$ cat src/rtl/counter_seq_pkg.sv
// Shared types and default sizing for the counter sequencer and its datapath.
package counter_seq_pkg;

    localparam int DEF_WIDTH = 4;
    localparam int DEF_DIV_W = 4;

    typedef enum logic [1:0] {
        IDLE   = 2'd0,
        RUN    = 2'd1,
        PAUSED = 2'd2
    } state_e;

endpackage

$ cat src/rtl/counter_core.sv
// Datapath up-counter: synchronous clear, steps on enable and wraps to zero
// after reaching the programmed terminal count.
module counter_core
    import counter_seq_pkg::*;
#(
    parameter int WIDTH = DEF_WIDTH
) (
    input  logic             clk,
    input  logic             rst_n,
    input  logic             en,
    input  logic             clr,
    input  logic [WIDTH-1:0] tc,
    output logic [WIDTH-1:0] q,
    output logic             at_tc
);

    logic [WIDTH-1:0] count_q;

    assign q     = count_q;
    assign at_tc = (count_q == tc);

    // Clear wins over enable so a fresh run always starts from zero.
    always_ff @(posedge clk or negedge rst_n) begin
        if (!rst_n) begin
            count_q <= '0;
        end else if (clr) begin
            count_q <= '0;
        end else if (en) begin
            count_q <= at_tc ? '0 : count_q + WIDTH'(1);
        end
    end

endmodule

$ cat src/rtl/counter_sequencer.sv
// Run controller for the counter datapath: start/stop/pause FSM, clock
// prescaler, start-time configuration latch and tick/done pulse generation.
module counter_sequencer
    import counter_seq_pkg::*;
#(
    parameter int WIDTH = DEF_WIDTH,
    parameter int DIV_W = DEF_DIV_W
) (
    input  logic             clk,
    input  logic             rst_n,
    input  logic             start,
    input  logic             stop,
    input  logic             pause,
    input  logic [WIDTH-1:0] cfg_tc,
    input  logic [DIV_W-1:0] cfg_div,
    input  logic             cfg_periodic,
    output logic [WIDTH-1:0] cnt_q,
    output logic             busy,
    output logic             tick,
    output logic             done
);

    state_e           state_q;
    logic [DIV_W-1:0] presc_q;
    logic [DIV_W-1:0] divL_q;
    logic [WIDTH-1:0] tcL_q;
    logic             perL_q;
    logic             busy_q;
    logic             tick_q;
    logic             done_q;

    logic             atTc;
    logic             accept_d;
    logic             presMatch_d;
    logic             stepEn_d;
    logic [WIDTH-1:0] nxtCnt_d;
    logic             nxtIsTc_d;

    assign accept_d    = (state_q == IDLE) && start && !stop;
    assign presMatch_d = (presc_q == divL_q);
    assign stepEn_d    = (state_q == RUN) && !stop && !pause && presMatch_d;
    assign nxtCnt_d    = atTc ? '0 : cnt_q + WIDTH'(1);
    assign nxtIsTc_d   = (nxtCnt_d == tcL_q);

    assign busy = busy_q;
    assign tick = tick_q;
    assign done = done_q;

    counter_core #(
        .WIDTH (WIDTH)
    ) u_core (
        .clk   (clk),
        .rst_n (rst_n),
        .en    (stepEn_d),
        .clr   (accept_d),
        .tc    (tcL_q),
        .q     (cnt_q),
        .at_tc (atTc)
    );

    // Stop is checked first in every busy state so it beats pause and any
    // coincident step; the counter enable above applies the same priority.
    always_ff @(posedge clk or negedge rst_n) begin
        if (!rst_n) begin
            state_q <= IDLE;
            presc_q <= '0;
            divL_q  <= '0;
            tcL_q   <= '0;
            perL_q  <= 1'b0;
            busy_q  <= 1'b0;
            tick_q  <= 1'b0;
            done_q  <= 1'b0;
        end else begin
            tick_q <= 1'b0;
            done_q <= 1'b0;
            case (state_q)
                IDLE: begin
                    if (accept_d) begin
                        tcL_q   <= cfg_tc;
                        divL_q  <= cfg_div;
                        perL_q  <= cfg_periodic;
                        presc_q <= '0;
                        busy_q  <= 1'b1;
                        state_q <= RUN;
                    end
                end
                RUN: begin
                    if (stop) begin
                        busy_q  <= 1'b0;
                        state_q <= IDLE;
                    end else if (pause) begin
                        state_q <= PAUSED;
                    end else if (presMatch_d) begin
                        presc_q <= '0;
                        tick_q  <= 1'b1;
                        done_q  <= nxtIsTc_d;
                        if (nxtIsTc_d && !perL_q) begin
                            busy_q  <= 1'b0;
                            state_q <= IDLE;
                        end
                    end else begin
                        presc_q <= presc_q + DIV_W'(1);
                    end
                end
                PAUSED: begin
                    if (stop) begin
                        busy_q  <= 1'b0;
                        state_q <= IDLE;
                    end else if (!pause) begin
                        state_q <= RUN;
                    end
                end
                default: begin
                    busy_q  <= 1'b0;
                    state_q <= IDLE;
                end
            endcase
        end
    end

endmodule

$ cat config.mk
export PLATFORM = sky130hd
export DESIGN_NAME = counter_sequencer
export DESIGN_NICKNAME = d
export VERILOG_FILES = /design/src/rtl/counter_seq_pkg.sv /design/src/rtl/counter_core.sv /design/src/rtl/counter_sequencer.sv
export SDC_FILE = /design/constraint.sdc
export NUM_CORES = 1
export LEC_CHECK = 0
export CORE_MARGIN = 3
export CORE_UTILIZATION = 54
export CTS_BUF_LIST = sky130_fd_sc_hd__clkbuf_8
export DETAILED_ROUTE_END_ITERATION = 16
export PLACE_DENSITY = 0.78
export SETUP_SLACK_MARGIN = 0.4
export SLEW_MARGIN = 20
export SYNTH_ARGS = -nofsm -noshare
export SYNTH_HDL_FRONTEND = slang
export SYNTH_HIERARCHICAL = 1
export SYNTH_SLANG_ARGS = --single-unit
$ cat constraint.sdc
create_clock -name clk -period 2.94 [get_ports clk]
set_clock_uncertainty 0.05 [all_clocks]
set_input_delay 0.441 -clock clk [delete_from_list [all_inputs] [get_ports clk]]
set_output_delay 0.441 -clock clk [all_outputs]
set_load 0.02 [all_outputs]
Yosys cells after proc, flatten, opt, wreduce, memory -nomap -nowiden:

Index checks and enable logic that the tools add are counted.

* reduce and logical (&&, ||, !) cells: 16
* multipliers: 0
* shifts and indexed selects: 0
* mux-type cells: 31
* bitwise operators: 0
* order comparisons: 0
* divide/modulo/power cells: 0
* $add $sub $neg: 2
* eq/ne operators: 15

Operator list (number)
* $mux 4: 7
* $mux 1: 14
* $mux 2: 7
* $eq 4x4->1: 3
* $ne 3x3->1 const B: 3
* $add 4x1->4 const B: 2
* $ne 2x2->1 const B: 4
* $pmux 4 s2: 1
* $reduce_and 4->1: 2
* $logic_and 1x1->1: 6
* $pmux 2 s3: 1
* $reduce_and 5->1: 1
* $ne 4x3->1 const B: 1
* $ne 4x4->1 const B: 1
* $reduce_bool 2->1: 2
* $logic_not 1->1: 3
* $ne 3x2->1 const B: 1
* $pmux 1 s3: 1
* $eq 2x1->1 const B: 1
* $eq 2x2->1 const B: 1
* $logic_not 2->1: 1
* $reduce_and 2->1: 1

* input port bits: 14
* flip-flop bits (word level): 22
* RAM bits: 0
* output and inout bits: 7
* bits in latches: 0
* word-level logic and storage cells: 73
* memory bits (read-only): 0
* memories: 0

Logic depth before layout (Yosys ltp):

* word-level depth: 9
* depth in mapped cells: 7
* depth with buffers taken out: 7

Modules after synthesis:

Netlist, hierarchy kept.

By module, submodules not included
* counter_sequencer: times used 1, area an instance 957.2 um2, sequential area each 450.4 um2, cells each 88
* counter_core: times used 1, area an instance 284.0 um2, sequential area each 100.1 um2, cells each 27

Least setup slack after synthesis:

Ideal clock, no wire load.

* kind: flip-flop to flip-flop
* from: register u_core.count_q[0] (netlist: u_core/q[0])
* to: register busy_q (netlist: busy)
* stages on the path, launching flop included: 8
* required time: 2.760 ns
* setup slack: 0.658 ns
* arrival time: 2.103 ns
* clock period less this slack: 2.282 ns
* library setup time: 0.130 ns
* buffers on the path: 0
* path through: dfrtp_1 xor2_1 nor4_4 nand2b_1 or4_1 a311o_1 nor4_2 a21oi_1

* cells in the longest elaborated chain, start to end: 6
* elaborated cells on any way between the ends: 7
* those cells by class: add/sub (1); eq/ne (3); mux (1); reduce/logical (2)

Ends and longest elaborated chain
* start: declaration: RTL line counter_core.sv:17 `logic [WIDTH-1:0] count_q;`
* start signal: assignment: RTL line counter_core.sv:29 `count_q <= at_tc ? '0 : count_q + WIDTH'(1);`
* $eq 4x4->1: RTL line counter_core.sv:20 `assign at_tc = (count_q == tc);`
* via atTc: RTL line counter_sequencer.sv:32 `logic atTc;`
* $mux 4: RTL line counter_sequencer.sv:42 `assign nxtCnt_d = atTc ? '0 : cnt_q + WIDTH'(1);`
* $eq 4x4->1: RTL line counter_sequencer.sv:43 `assign nxtIsTc_d = (nxtCnt_d == tcL_q);`
* $logic_and 1x1->1: RTL line counter_sequencer.sv:97 `if (nxtIsTc_d && !perL_q) begin`
* $ne 3x2->1 (no line)
* $reduce_and 5->1 (no line)
* end signal: assignment: RTL line counter_sequencer.sv:98 `busy_q <= 1'b0;`
* end signal: assignment: RTL line counter_sequencer.sv:107 `busy_q <= 1'b0;`
* end signal: assignment: RTL line counter_sequencer.sv:114 `busy_q <= 1'b0;`
* end: declaration: RTL line counter_sequencer.sv:28 `logic busy_q;`

The timed path passes the listed nets, and every way through them passes these cells.
A chain may end at the register's enable or synchronous reset.

Worst setup path in the final report:

Same ends and word-level chain as after synthesis.

==> reports/qor.yml <==
status:
  status: "finished clean"
clock_tree:
  hold_buffers: 0
  cts_inserted_buffers: 3
  clockBufferDepth: 2
  htree_num_levels: 1
  insertion_delay_ns: 0.25
  ctsResizeCount: 0
  cts_sinks: 22
  cts_tree: "yes"
  cts_root_buf: "clkbuf_8"
  path_clk_slew_ns: 0.08
yosys:
  synth.mux.area_fraction_pct: 11.5
  async_flop_share_pct: 100
  synth.avg_cell_area_um2: 10.8
  synth_top_cell_by_area: "dfrtp_1"
  synth.top_cell.area_share_pct: 44.4
  yosysUniqueCellTypes: 39
  synth-simple-area-share_pct: 18.6
  syn_nets: 132
  synth_area_leaders: "dfrtp_1 44%, mux2_2 9.1%, xnor2_1 4.9%, xor2_1 3.5%, ha_1 3.0%"
  yosysSeqAreaShare_pct: 44.4
  synth_top_family_by_area: "simple AND/OR/NAND/NOR gates"
  synth_xor_area_share_pct: 8.47
  synth_area_mm2: 0.00124
  yosysWarningCount: 6
  synth_compound_area_share_pct: 12.0
  ys.flop_type: "dfrtp_1"
  synth_edf_count: 0
  synthAdderAreaFrac_pct: 3.02
  synth_seq_cells: 22
  synth_cells: 115
pwr:
  leakage_nw: 0.659
  powerDensity_mw_per_mm2: 539
  vdd_drop_max_mv: 0.412
  p_int_uw: 591
  p_clk_share_pct: 25.1
  power_frac_seq_pct: 48.3
  swShare_pct: 29.6
  switchingPower_uw: 248
  power_frac_comb_pct: 26.6
run:
  maxCapViolations: 0
global_routing:
  grt_max_degree: 23
  track_usage_pct: 19.6
  overflow: 0
  grt_first_pass_wirelength_mm: 4.11
  grt_pass1_vias: 933
  antenna_found_initial: 0
routing:
  vias: 955
  drt-total-wl_mm: 2.42
  drt_pass1_iterations: 4
  drcViolationCount: 0
  antenna_left: 0
  drtIter0Drc: 10
  wl_per_cell_um: 14.3
  via_per_inst: 5.65
die:
  die_x_um: 53.9
  core_mm2: 0.00206
  die_height_um: 53.9
  dieArea_mm2: 0.00291
  row_count: 16
  start_util_pct: 60.2
  ios: 21
layout:
  nNetsFinal: 160
  syn_to_final_growth_pct: 25.5
  drive_gt1_share_pct: 16.2
  diodes: 0
  final_util_pct: 75.5
worst_setup_path:
  critPathKind: "flop to flop"
  cp-start-kind: "flop"
  critPathRequiredTime_ns: 3.03
  critPathCaptureType: "flop"
  crit_arrival_ns: 2.46
  worstPathMaxFanout: 11
timing:
  fin_tns_setup_ns: 0
  final_hold_viol_count: 0
  drv_slew: 0
  fin_crit_ns: 2.38
  fin_crit_sh_pct: 80.8
  tightest_slew_ns: 0.646
  rsz0062_at_grt: "false"
  slew_headroom_pct: 56.9
  setup_viol: 0
  fmax_ghz: 0.421
placement:
  dp_hpwl_mm: 1.78
  portBuffers: 20
  gp_congestion: 0.805
worst_hold_path:
  hp-class: "input port to async pin"
-- worst paths after layout --
| check | startpoint | endpoint | slack (ns) | cells after the start |
|---|---|---|---|---|
| max | u_core/q[0]$_DFFE_PN0P_ | busy$_DFFE_PN0P_ | 0.56 | 7 |
| min in group clk | perL_q$_DFFE_PN0P_ | perL_q$_DFFE_PN0P_ | 0.49 | 1 |
| min reg2reg | perL_q$_DFFE_PN0P_ | perL_q$_DFFE_PN0P_ | 0.49 | 1 |
| max in group asynchronous | rst_n | divL_q[1]$_DFFE_PN0P_ | 2.14 | 2 |
| max reg2reg | u_core/q[0]$_DFFE_PN0P_ | busy$_DFFE_PN0P_ | 0.56 | 7 |
| min | rst_n | done$_DFF_PN0_ | 0.49 | 2 |
-- kinds of logic (layout without fill, tap and decap cells) --
group / Yosys count / in the layout
xor+xnor: 12 / 12
buf+inv: 6 / 33
simple gates: 38 / 38
fa+ha+maj: 3 / 3
flops: 22 / 22
compound gates: 21 / 21
mux: 13 / 13
-- through the flow --
| step | hold WS (ns) | std cells | area, µm² | power [mW] | setup WS, ns |
|---|---|---|---|---|---|
| 3_3_place_gp | 0.462 | 163 | 1490 | 0.617 | 0.501 |
| 3_5_place_dp | 0.467 | 163 | 1490 | 0.627 | 0.460 |
| 2_1_floorplan | 0.0954 | 115 | 1240 | 0.554 | 0.658 |
| 5_1_grt | 0.517 | 169 | 1560 | 0.889 | 0.429 |
| 6_report | 0.486 | 169 | 1560 | 0.839 | 0.565 |
| 4_1_cts | 0.485 | 167 | 1540 | 0.838 | 0.465 |
-- layout by cell type, fill, tap and decap left out, drive strengths merged, types with 4 or more instances in the layout --
cell type / n
a21oi: 5
buf: 5
clkbuf: 4
clkdlybuf4s50: 20
dfrtp: 22
inv: 4
mux2: 10
nand2: 6
nor2: 7
nor3: 4
o21ai: 4
xnor2: 7
xor2: 5
-- critical path: stages (launching register included) --
cell and delay [ns]:
dfrtp_1 0.56, xor2_1 0.28, nor4_4 0.10, nand2b_1 0.14, or4_1 0.39, a311o_1 0.32, nor4_2 0.29, a21oi_1 0.12
-- final cells by class --
| type | count | area (µm²) |
|---|---|---|
| inverter | 4 | 15.0 |
| tap | 27 | 33.8 |
| sequential | 22 | 551 |
| fill | 151 | 504 |
| timing repair buffer | 25 | 238 |
| multi-input combinational | 87 | 666 |
| clock buffer | 4 | 55.1 |
-- cell usage after synthesis, types with 4 or more instances --
cell type	count
dfrtp_1	22
nor2_1	7
xor2_1	5
a21oi_1	5
mux2_2	10
xnor2_1	7
inv_1	4
nor3_1	4
nand2_1	6
-- flip-flops by register name, indices dropped and copies added, names as in the netlist --
signal / flops
state_q: 2
perL_q: 1
tcL_q: 4
tick: 1
presc_q: 4
u_core/q: 4
done: 1
divL_q: 4
busy: 1
-- layer usage --
metal	routed length [µm]	share of wire [%]	global-route usage (%)
met5	0	0	0
met4	31	1.3	8.51
met3	64	2.6	3.05
met2	1200	49	32.9
met1	1130	47	24.8
-- power groups by stage --
stage	Clock (mW)	Combinational (mW)	Sequential, mW
after global routing	0.229	0.247	0.413
final	0.210	0.223	0.406
after detailed placement	0	0.217	0.410
after CTS	0.216	0.218	0.404
after global placement	0	0.209	0.408
after floorplan	0	0.151	0.403
-- what timing repair did --
action | in CTS | in global routing
endpoints found under the setup margin | 0 | 2
setup buffers | 0 | 2
endpoints found under the hold margin | 0 | 0
No activity file was read; power rests on OpenSTA's default activity.
